==> src/rtl/s_sclk_front.sv <==
// SPI slave front end: pad synchronisers, CPOL/CPHA edge decode,
// bit counting and frame start / done / abort strobes.
//
// Ports:
//   clk        in   system clock (at least 4x sclk)
//   rst        in   synchronous active-high reset
//   sclk_in    in   raw SPI clock from pad (async)
//   cs_n_in    in   raw chip select from pad, active-low (async)
//   mosi_in    in   raw MOSI from pad (async)
//   cs_n       out  synchronised chip select
//   mosi       out  MOSI bit aligned with sampl_en
//   sampl_en   out  one-cycle strobe per sample edge
//   shift_en   out  one-cycle strobe per drive edge (MISO)
//   load_en    out  one-cycle strobe at frame start (MISO load)
//   bit_cnt    out  bits sampled in the current word
//   frame_done out  pulse with the last sampled bit of a word
//   frame_err  out  pulse when cs_n rises mid-word
module s_sclk_front #(
    parameter int   data_width = 8,
    parameter int   cnt_width  = 4,
    parameter logic cpol       = 1'b0,
    parameter logic cpha       = 1'b0
) (
    input  logic                 clk,
    input  logic                 rst,
    input  logic                 sclk_in,
    input  logic                 cs_n_in,
    input  logic                 mosi_in,
    output logic                 cs_n,
    output logic                 mosi,
    output logic                 sampl_en,
    output logic                 shift_en,
    output logic                 load_en,
    output logic [cnt_width-1:0] bit_cnt,
    output logic                 frame_done,
    output logic                 frame_err
);

    typedef enum logic [1:0] {
        IDLE   = 2'd0,
        START  = 2'd1,
        ACTIVE = 2'd2
    } state_t;

    // Modes 0 and 3 sample on the rising sclk edge, modes 1 and 2 on the falling one.
    localparam logic SAMPLE_ON_RISE = ~(cpol ^ cpha);

    localparam logic [cnt_width-1:0] LAST_BIT = cnt_width'(data_width - 1);

    // Synchronisers
    logic sclk_s1_q;
    logic sclk_s2_q;
    logic sclk_s3_q;
    logic sclk_s3_d;
    logic cs_s1_q;
    logic cs_s2_q;
    logic mosi_s1_q;
    logic mosi_s2_q;

    // FSM and counters
    state_t               state_q;
    state_t               state_d;
    logic [cnt_width-1:0] cnt_q;
    logic [cnt_width-1:0] cnt_d;
    logic                 supp_q;
    logic                 supp_d;

    // Registered outputs
    logic cs_q;
    logic mosi_q;
    logic samp_q;
    logic samp_d;
    logic shift_q;
    logic shift_d;
    logic load_q;
    logic load_d;
    logic done_q;
    logic done_d;
    logic err_q;
    logic err_d;

    // Edge decode
    logic rise;
    logic fall;
    logic samp_edge;
    logic drv_edge;

    assign rise      = sclk_s2_q & ~sclk_s3_q;
    assign fall      = ~sclk_s2_q & sclk_s3_q;
    assign samp_edge = SAMPLE_ON_RISE ? rise : fall;
    assign drv_edge  = SAMPLE_ON_RISE ? fall : rise;

    // Holding the history flop at the idle level while deselected means a
    // clock parked at the wrong level cannot look like an edge at frame start.
    assign sclk_s3_d = (state_q == IDLE) ? cpol : sclk_s2_q;

    always_comb begin
        state_d = state_q;
        cnt_d   = cnt_q;
        supp_d  = supp_q;
        samp_d  = 1'b0;
        shift_d = 1'b0;
        load_d  = 1'b0;
        done_d  = 1'b0;
        err_d   = 1'b0;

        unique case (state_q)
            IDLE: begin
                cnt_d = '0;
                if (!cs_s2_q) begin
                    state_d = START;
                    load_d  = 1'b1;
                    // With cpha=1 bit 0 is already on MISO from the load,
                    // so the first drive edge must not shift.
                    supp_d  = cpha;
                end
            end

            START: begin
                if (cs_s2_q) begin
                    state_d = IDLE;
                end else begin
                    state_d = ACTIVE;
                end
            end

            ACTIVE: begin
                if (cs_s2_q) begin
                    // Deselect wins over a coincident sample edge.
                    state_d = IDLE;
                    cnt_d   = '0;
                    err_d   = (cnt_q != '0);
                end else begin
                    if (samp_edge) begin
                        samp_d = 1'b1;
                        if (cnt_q == LAST_BIT) begin
                            done_d = 1'b1;
                            cnt_d  = '0;
                        end else begin
                            cnt_d = cnt_q + 1'b1;
                        end
                    end
                    if (drv_edge) begin
                        if (supp_q) begin
                            supp_d = 1'b0;
                        end else begin
                            shift_d = 1'b1;
                        end
                    end
                end
            end

            default: begin
                state_d = IDLE;
                cnt_d   = '0;
            end
        endcase
    end

    always_ff @(posedge clk) begin
        if (rst) begin
            sclk_s1_q <= cpol;
            sclk_s2_q <= cpol;
            sclk_s3_q <= cpol;
            cs_s1_q   <= 1'b1;
            cs_s2_q   <= 1'b1;
            mosi_s1_q <= 1'b0;
            mosi_s2_q <= 1'b0;
            state_q   <= IDLE;
            cnt_q     <= '0;
            supp_q    <= 1'b0;
            cs_q      <= 1'b1;
            mosi_q    <= 1'b0;
            samp_q    <= 1'b0;
            shift_q   <= 1'b0;
            load_q    <= 1'b0;
            done_q    <= 1'b0;
            err_q     <= 1'b0;
        end else begin
            sclk_s1_q <= sclk_in;
            sclk_s2_q <= sclk_s1_q;
            sclk_s3_q <= sclk_s3_d;
            cs_s1_q   <= cs_n_in;
            cs_s2_q   <= cs_s1_q;
            mosi_s1_q <= mosi_in;
            mosi_s2_q <= mosi_s1_q;
            state_q   <= state_d;
            cnt_q     <= cnt_d;
            supp_q    <= supp_d;
            cs_q      <= cs_s2_q;
            mosi_q    <= mosi_s2_q;
            samp_q    <= samp_d;
            shift_q   <= shift_d;
            load_q    <= load_d;
            done_q    <= done_d;
            err_q     <= err_d;
        end
    end

    assign cs_n       = cs_q;
    assign mosi       = mosi_q;
    assign sampl_en   = samp_q;
    assign shift_en   = shift_q;
    assign load_en    = load_q;
    assign bit_cnt    = cnt_q;
    assign frame_done = done_q;
    assign frame_err  = err_q;

endmodule

==> config.mk <==
export PLATFORM = sky130hd
export DESIGN_NAME = s_sclk_front
export DESIGN_NICKNAME = d
export VERILOG_FILES = /design/src/rtl/s_sclk_front.sv
export SDC_FILE = /design/constraint.sdc
export NUM_CORES = 1
export LEC_CHECK = 0
export CAP_MARGIN = 30
export CORE_MARGIN = 3
export CORE_UTILIZATION = 30
export CTS_CLUSTER_DIAMETER = 200
export DETAILED_ROUTE_END_ITERATION = 12
export GPL_ROUTABILITY_DRIVEN = 0
export PLACE_DENSITY = 0.52
export SLEW_MARGIN = 10
export SYNTH_ARGS = -nofsm -noshare
export SYNTH_HDL_FRONTEND = slang
export SYNTH_SLANG_ARGS = --single-unit
==> constraint.sdc <==
create_clock -name clk -period 3.9 [get_ports clk]
set_input_delay 0.585 -clock clk [delete_from_list [all_inputs] [get_ports clk]]
set_output_delay 0.585 -clock clk [all_outputs]
set_load 0.03 [all_outputs]
==> flow_summary.json <==
{
  "place_hpwl_um": 948,
  "routed_wl_um": 1260,
  "ioPinCount": 16,
  "pre_cts_slack_ns": 1.53,
  "ys_types": 33,
  "cts.htree.levels": 1,
  "cts-resized-gates": 0,
  "power.leakage_uw": 0.000350,
  "slew_viol_final": 0,
  "cp.required_ns": 4.14,
  "synth-adder-area-share": 0.0335,
  "number_of_global_route_vias_before_repair": 543,
  "floorplan.initialDensity": 0.325,
  "buffer_levels_on_the_longest_clock_path": 2,
  "synth_commonest_cells": "20 x sky130_fd_sc_hd__dfxtp_1, 6 x sky130_fd_sc_hd__inv_1, 6 x sky130_fd_sc_hd__nor2b_1, 3 x sky130_fd_sc_hd__nor2_1, 3 x sky130_fd_sc_hd__nor3_1",
  "vias_per_cell": 4.81,
  "synth.cell_area_um2": 747,
  "hold_violations": 0,
  "drv.max_cap_violation_count": 0,
  "synthDominantAreaCellType": "sky130_fd_sc_hd__dfxtp_1",
  "crit_end": "bit_cnt[2]$_SDFFE_PP0P_",
  "clockRootBuffer": "sky130_fd_sc_hd__clkbuf_4",
  "grt_antenna_before_repair": 0,
  "fmax_ghz": 0.487,
  "detail_route.iter0.violations": 4,
  "synth-edff-count": 0,
  "diodes": 0,
  "setup.worst_path.class": "in -> reg",
  "worstReg2RegEnd": "bit_cnt[2]$_SDFFE_PP0P_",
  "yosys-top-cells-area": "sky130_fd_sc_hd__dfxtp_1 54%, sky130_fd_sc_hd__nor2b_1 5.0%, sky130_fd_sc_hd__ha_1 3.4%",
  "n_fill_cell": 245,
  "crit_path_from": "rst",
  "syn-instance-count": 70,
  "area.sequential_um2": 400,
  "yosys.area_share.xor_xnor": 0,
  "largest_net_degree_at_the_start_of_global_routing": 14,
  "outcome": "finished, final reports clean",
  "yosys.area.top_type_share": 0.536,
  "post_synth_mux_area_share": 0,
  "detailedRoute.firstPassIterationCount": 4,
  "die_ar_um2": 3120,
  "synth-seq-area-share": 0.536,
  "finalInstanceArea_um2": 965,
  "setup_clock_skew_after_layout_ns": 0.00179,
  "postSynthNetCount": 77,
  "cpMaxStageDelayCell": "sky130_fd_sc_hd__clkdlybuf4s50_1",
  "ff2ff_path_depth": 3,
  "report.power.total_uw": 346,
  "critical_path_arrival_ns": 2.29,
  "ys_async_sr_fraction": 0,
  "total_of_hold_buffers_inserted_after_clock_tree_synthesis": 0,
  "die_h_um": 55.9,
  "reg_to_reg_critical_path_startpoint": "state_q[1]$_SDFFE_PP0P_",
  "cts_buffer_count": 3,
  "dpl.cell_count": 112,
  "grt_remaining_overflow": 0,
  "placeableCoreArea_um2": 2300,
  "rsz_0062_raised_after_global_routing": "no",
  "crit_path_max_incr_delay_ns": 0.62,
  "crit_fanout": 13,
  "finalSetupViolCount": 0,
  "setup_fix_buffers_added_after_clock_tree_synthesis": 0,
  "tightest_slew_ns": 0.414,
  "clkTransAtPathRegs_ns": 0.11,
  "wire_per_inst_um": 10.9,
  "setup_slack_ns": 1.85,
  "ant_nets": 0,
  "grt.total_usage": 0.0904,
  "seq_cells_post_synth": 20,
  "vias": 558,
  "min_path_type": "reg -> reg",
  "fin_crit_ns": 2.05,
  "timing.critical_path.to_type": "flip-flop",
  "post_route_cells_drive_above_1_share": 0.125,
  "first_pass_grt_wire_length_um": 2210,
  "period_utilization": 0.527,
  "totalNegativeSetupSlack_ns": 0,
  "worst_skew_pair.late_latency_ns": 0.30,
  "synth_area_per_inst_um2": 10.7,
  "area_growth_pct": 29.1,
  "total_power_density_per_cell_area_nw_per_um2": 358,
  "post_dp_cell_area_um2": 928,
  "synth_top_family_by_area": "simple AND/OR/NAND/NOR gates",
  "yosys.area_share.simple": 0.260,
  "cts_num_sinks": 20,
  "yosys.cell_count.top_type": "sky130_fd_sc_hd__dfxtp_1",
  "die-width_um": 55.9,
  "relSlewSlack": 0.723,
  "cts_tree": "built",
  "yosys_warnings": 0,
  "crit_chain": "clkdlybuf4s50_1 -> or4b_4 -> a2111o_1 -> o211ai_2",
  "port_buffers": 15,
  "setup.worst_path.start_class": "input pin",
  "instances_no_fill": 116,
  "rows": 17,
  "drc": 0,
  "r2r_setup_slack_ns": 2.36,
  "layout.nets": 96,
  "synth_compound_area_frac": 0.136,
  "synthFlopType": "sky130_fd_sc_hd__dfxtp_1",
  "multi_input_comb_area_um2": 320,
  "max-vdd-ir-drop_uv": 182
}
-- registers in the layout (all words and copies together), names as in the netlist --
| name | count |
|---|---|
| shift_en | 1 |
| sclk_s2_q | 1 |
| cs_s1_q | 1 |
| sclk_s3_q | 1 |
| mosi | 1 |
| cs_n | 1 |
| mosi_s2_q | 1 |
| cs_s2_q | 1 |
| frame_err | 1 |
| sampl_en | 1 |
| bit_cnt | 4 |
| frame_done | 1 |
| load_en | 1 |
| state_q | 2 |
| sclk_s1_q | 1 |
| mosi_s1_q | 1 |
-- metal layers --
metal  GRT usage  part of all wire
met5           0                 0
met1       0.101              0.49
met3      0.0209             0.055
met4      0.0712             0.021
met2       0.147              0.44
-- layout by cell type, fill, tap and decap left out, drive strengths merged, types with 2 or more instances in the layout --
cell type	instances
a21oi	2
clkbuf	4
clkdlybuf4s50	15
dfxtp	20
ha	2
inv	6
nor2	3
nor2b	6
nor3	3
nor3b	3
or2	2
or2b	2
-- through the flow --
step,utilization,hold WS [ns]
after floorplan,-,0.389
after global placement,0.404,0.394
after detailed placement,0.404,0.398
after CTS,0.420,0.426
after global routing,0.420,0.447
final,0.420,0.420
-- layout make-up --
class	instances	share of cell area
Inverter	6	0.0233
Tap cell	28	0.0363
Sequential cell	20	0.415
Multi-Input combinational cell	43	0.332
Clock buffer	4	0.0376
Timing Repair Buffer	15	0.156
-- where the power goes --
part / internal, µW / leakage, µW / switching [µW]
Combinational: 8.54 / 0.000166 / 8.15
Clock: 57.0 / 0.0000210 / 61.5
Sequential: 208 / 0.000163 / 2.20
-- worst min-delay path by stage --
stage,start,endpoint,cells after the start
after floorplan,cs_s1_q$_SDFF_PP1_,cs_s2_q$_SDFF_PP1_,1
after global placement,cs_s1_q$_SDFF_PP1_,cs_s2_q$_SDFF_PP1_,1
after detailed placement,cs_s1_q$_SDFF_PP1_,cs_s2_q$_SDFF_PP1_,1
after CTS,cs_s1_q$_SDFF_PP1_,cs_s2_q$_SDFF_PP1_,1
after global routing,cs_s1_q$_SDFF_PP1_,cs_s2_q$_SDFF_PP1_,1
final,cs_s1_q$_SDFF_PP1_,cs_s2_q$_SDFF_PP1_,1
-- worst max-delay path: cells and delay by family --
kind | cells | cell delay, ns
buffers and inverters | 1 | 0.62
AOI/OAI and AO/OA | 2 | 0.49
and+or+nand+nor | 1 | 0.60
-- kinds of logic after synthesis --
logic type | Yosys count
and+or+nand+nor | 29
DFF | 20
AOI/OAI and AO/OA | 12
buffers and inverters | 7
adders and majority gates | 2
No activity file was read; power rests on OpenSTA's default activity.
==> patch 1, RTL diff (same settings) <==
Add an input register stage for `cs_n_in` and `mosi_in`, without a reset; this delays them by one clock.
--- a/src/rtl/s_sclk_front.sv
+++ b/src/rtl/s_sclk_front.sv
@@ -49,2 +49,10 @@
 
+    logic cs_n_q;
+    logic mosi_r;
+
+    always_ff @(posedge clk) begin
+        cs_n_q <= cs_n_in;
+        mosi_r <= mosi_in;
+    end
+
     // Synchronisers
@@ -182,5 +190,5 @@
             sclk_s3_q <= sclk_s3_d;
-            cs_s1_q   <= cs_n_in;
+            cs_s1_q   <= cs_n_q;
             cs_s2_q   <= cs_s1_q;
-            mosi_s1_q <= mosi_in;
+            mosi_s1_q <= mosi_r;
             mosi_s2_q <= mosi_s1_q;
Behaviour: not the same (Yosys sat finds a counterexample within 4 cycles, from zero or initial values and one cycle with rst high).
==> patch 1 against the original RTL <==
  * Maximum frequency decreased by 0.96%
  * Routed wire length decreased by 13%
  * Count of clock-buffer cells in the layout decreased by 1
  * Setup slack got worse by 0.020 ns
  * Synthesized area increased by 0.50%
  * Cell area decreased by 2.2%
  * Clock skew decreased by 0.00050 ns
  * Core utilization decreased by 0.93 points
  * Largest power group unchanged
  * Sequential power increased by 10%
  * Cell count decreased by 3.4%
  * Total power decreased by 1.5%
  * Worst hold slack got worse by 0.0018 ns
  * Sequential cell count increased by 2
==> patch 1: results (changes against the original RTL) <==
[setup_path]
r2r_end=bit_cnt[3]
crit_path_max_incr_delay_ns=0.72  ; +0.10 ns
reg2reg_slack_ns=2.61  ; +0.25 ns
r2r_start=state_q[0]
cp_max_fo=7  ; -6
r2r_cells=4  ; +1

[timing]
fin_skew_ns=0.00129  ; -0.000504 ns
setup_tns_ns=0  ; unchanged
relSlewSlack_pct=73.4  ; +1.1 points
hold_slack_ns=0.418  ; -0.00182 ns

[routing]
post_drt_wl_per_cell_um=9.81  ; -9.9%
drt_iter0_markers=5  ; +1
num_vias=513  ; -8.1%
first_pass_iters=3  ; -1

[logic_synthesis]
synth_fa_ha_area_share_pct=3.33  ; -0.017 points
seq_area_frac_synth_pct=58.7  ; +5.1 points
synth-compound-area-share_pct=9.83  ; -3.7 points
synth.distinct_cells=30  ; -9.1%
synthesis.nets=75  ; -2.6%
synth.area.top_cells=dfxtp_1 (59%), nor2b_1 (4.2%), ha_1 (3.3%), inv_1 (2.5%), nor2_1 (2.5%)

[global_routing]
grt_pass1_wl_um=1950  ; -12%
grt_pass1_vias=482  ; -11%
track_usage_pct=7.97  ; -1.1 points

[power_and_ir_drop]
ir_drop_mv=0.237  ; +30%
switching_share_pct=19.5  ; -1.3 points
p_per_area_nw_per_um2=361  ; +0.74%

[placement]
post-dp-hpwl_um=825  ; -13%
pre_cts_ws_ns=1.67  ; +0.141 ns

[outcome]
status=finished clean

[final_layout]
fill_cells=240  ; -2.0%
drive_above_1_share_pct=13.1  ; +0.60 points

[clock_tree]
clock_latency_ns=0.29

[hold_path]
hold_path.class=register to register

patch 1: cell types whose count changed in the layout (fill, tap and decap cells not counted), sizes merged, moves of 2 or more:
cell   delta
a22o      +2
nor2      +2
or2       +2
dfxtp     +2
patch 1: stage by stage:
stage               std cells  total power [W]
global placement          109         0.000252
CTS                       112         0.000347
finish                    112         0.000341
global route              112         0.000357
floorplan                  68         0.000246
detailed placement        109         0.000252
patch 1: how the worst max path moves through the flow:
stage                     from          to  slack [ns]  cells after the start
detailed placement         rst  bit_cnt[2]        1.67                      5
global route        bit_cnt[2]  bit_cnt[2]        1.76                      1
global placement           rst  bit_cnt[3]        1.70                      5
CTS                 bit_cnt[2]  bit_cnt[2]        1.81                      1
floorplan                  rst  bit_cnt[2]        2.40                      5
finish              bit_cnt[2]  bit_cnt[2]        1.83                      1
patch 1: cell type report:
| class | instances | area share [%] |
|---|---|---|
| Tap cell | 28 | 3.71 |
| Sequential cell | 22 | 46.7 |
| Clock buffer | 3 | 2.39 |
| Timing Repair Buffer | 15 | 15.9 |
| Multi-Input combinational cell | 39 | 29.3 |
| Inverter | 5 | 1.99 |
patch 1: logic make-up after synthesis:
group	Yosys count
buffers and inverters	7
AND/OR/NAND/NOR	27
adder cells (fa/ha/maj)	2
AO/OA/AOI/OAI	10
flip-flops	22
patch 1: power by group through the flow:
| stage | combinational [W] | sequential, W | clock, W |
|---|---|---|---|
| floorplan | 0.00000694 | 0.000239 | 0 |
| global placement | 0.0000153 | 0.000237 | 0 |
| detailed placement | 0.0000155 | 0.000237 | 0 |
| CTS | 0.0000155 | 0.000232 | 0.0000992 |
| global route | 0.0000165 | 0.000233 | 0.000107 |
| finish | 0.0000152 | 0.000232 | 0.0000936 |
patch 1: metal layers:
| metal | wire [um] | part of all wire (%) | GRT usage [%] |
|---|---|---|---|
| met5 | 0 | 0 | 0 |
| met1 | 529 | 48 | 9.23 |
| met2 | 500 | 45 | 12.4 |
| met4 | 13 | 1.2 | 6.10 |
| met3 | 56 | 5.1 | 2.09 |
==> patch 2, RTL diff (config.mk and constraints unchanged) <==
Made on the original files. `cpol`: 1'b0 -> 1'b1.
--- a/src/rtl/s_sclk_front.sv
+++ b/src/rtl/s_sclk_front.sv
@@ -20,3 +20,3 @@
     parameter int   cnt_width  = 4,
-    parameter logic cpol       = 1'b0,
+    parameter logic cpol       = 1'b1,
     parameter logic cpha       = 1'b0
Behaviour: not the same (Yosys sat finds a counterexample within 10 cycles, from zero or initial values and one cycle with rst high).
==> patch 2 against the original RTL <==
  * Sequential cell count is the same
  * Critical path type unchanged
  * Clock power is 23% lower
  * Register-to-register slack about the same
  * Setup slack worse by 0.031 ns
  * Synthesized area fell by 0.17%
  * Critical endpoint unchanged
  * Total power shrank 7.9%
  * Cell area shrank 1.6%
  * Routed wire length up 0.95%
==> patch 2: results (changes against the original RTL) <==
[global_routing]
use_met3_pct=3.02  ; +0.93 points
grt_pass1_wl_um=2190  ; -0.95%
grt_max_degree=15  ; +1
track_usage_pct=8.99  ; -0.052 points
grtUsageMet2_pct=14.4  ; -0.34 points
top_usage_layer=met2
grt_pass1_vias=522  ; -3.9%
use_met1_pct=10.2  ; +0.13 points
antenna_found_initial=0  ; unchanged

[clock_tree]
cts_resized=0  ; unchanged
cts.path.max_buffers=2  ; unchanged
htree_levels=1  ; unchanged
clock_latency_ns=0.28  ; -0.02 ns
clock_tree.root_cell=clkbuf_4
clkSlewWorstSetupHoldPaths_ns=0.10
cts_setup_buffers=0  ; unchanged
numCtsBuffers=3  ; unchanged

[power_and_ir_drop]
power_frac_clock_pct=28.6  ; -5.7 points
ir_drop_mv=0.196  ; +7.6%
p_leak_nw=0.329  ; -6.0%
pg_seq_w=0.000210
power.group.top=registers
fin_total_pwr_w=0.000318  ; -7.9%
switching_share_pct=20.6  ; -0.20 points

[placement]
port_buffers=15  ; unchanged
post-dp-hpwl_um=972  ; +2.6%
post_dp_cell_area_um2=927  ; -0.13%
pre_cts_ws_ns=1.50  ; -0.0343 ns

[outcome]
status=finished clean

[logic_synthesis]
synth.distinct_cells=33  ; unchanged
synth_common_cells=dfxtp_1 (20), inv_1 (6), nor2_1 (4), nor2b_1 (4), or2_2 (4)
synth_edf_count=0  ; unchanged
yosysWarnings=0  ; unchanged
synth.area.top_cells=dfxtp_1 (54%), ha_1 (3.4%), nor2b_1 (3.4%), or2_2 (3.4%), inv_1 (3.0%)
seq_area_frac_synth_pct=53.7  ; +0.090 points
synthesis.nets=78  ; +1.3%
ys_async_sr_fraction_pct=0  ; unchanged

[timing]
fin_skew_ns=0.00454  ; +0.00275 ns
worst_pin_slew_ns=0.432  ; +0.0172 ns

[routing]
drc=0  ; unchanged
first_pass_iters=4  ; unchanged
post_drt_wl_per_cell_um=11.0  ; +0.95%
drt_iter0_markers=8  ; +4
vias_per_cell=4.78  ; -0.72%
ant_nets=0  ; unchanged

[hold_path]
hold_path.class=register to register

[final_layout]
fill_cells=236  ; -3.7%
num_antenna_cells=0  ; unchanged
layout.nets=97  ; +1.0%
largest_reg_flops=4  ; unchanged
drive_above_1_share_pct=13.6  ; +1.1 points

[setup_path]
cp.arrival_ns=2.30
cp_max_fo=14  ; +1

==> patch 2: changes by cell type in the layout (fill, tap and decap cells not counted) <==
| cell | unedited run | this run |
|---|---|---|
| or2_2 | 2 | 4 |
| nor2_1 | 3 | 4 |
| nor2b_1 | 6 | 4 |
| o211a_1 | 1 | 0 |
| clkbuf_8 | 1 | 0 |
| o21ai_0 | 0 | 1 |
==> patch 2: cells by family after synthesis <==
kind of cell,after synthesis,synth area share [%]
simple gates,30,26.5
buf+inv,7,3.52
flops,20,53.7
compound gates,12,12.9
fa+ha+maj,2,3.36
==> patch 2: per-stage QoR <==
| step | cells | util, % |
|---|---|---|
| 2_1_floorplan | 71 | - |
| 3_3_place_gp | 113 | 40.7 |
| 3_5_place_dp | 113 | 40.7 |
| 4_1_cts | 116 | 41.7 |
| 5_1_grt | 116 | 41.7 |
| 6_report | 116 | 41.7 |
==> patch 2: worst paths after layout <==
kind | end | slack [ns] | from | cells past startpoint
setup / recovery | bit_cnt[2] | 1.81 | rst | 4
hold reg to reg | cs_s2_q | 0.42 | cs_s1_q | 1
hold / removal | cs_s2_q | 0.42 | cs_s1_q | 1
setup reg to reg | bit_cnt[2] | 2.36 | state_q[0] | 3
==> patch 2: cell type report <==
class | instances | share of cell area [%]
repair buffers | 15 | 15.8
well taps | 28 | 3.69
multi-input cells | 44 | 33.6
inverters | 6 | 2.37
clock buffers | 3 | 2.37
flip-flops and latches | 20 | 42.2
==> patch 2: metal layers <==
| layer | up-vias | part of all wire (%) |
|---|---|---|
| met5 | - | 0 |
| li1 | 286 | - |
| met3 | 2 | 5.6 |
| met1 | 254 | 45 |
| met2 | 12 | 48 |
| met4 | 0 | 1.0 |
==> patch 2: critical path, cell delays in order <==
cell and delay, ns:
clkdlybuf4s50_1 0.62, or4b_4 0.61, a2111o_1 0.41, o211ai_2 0.08
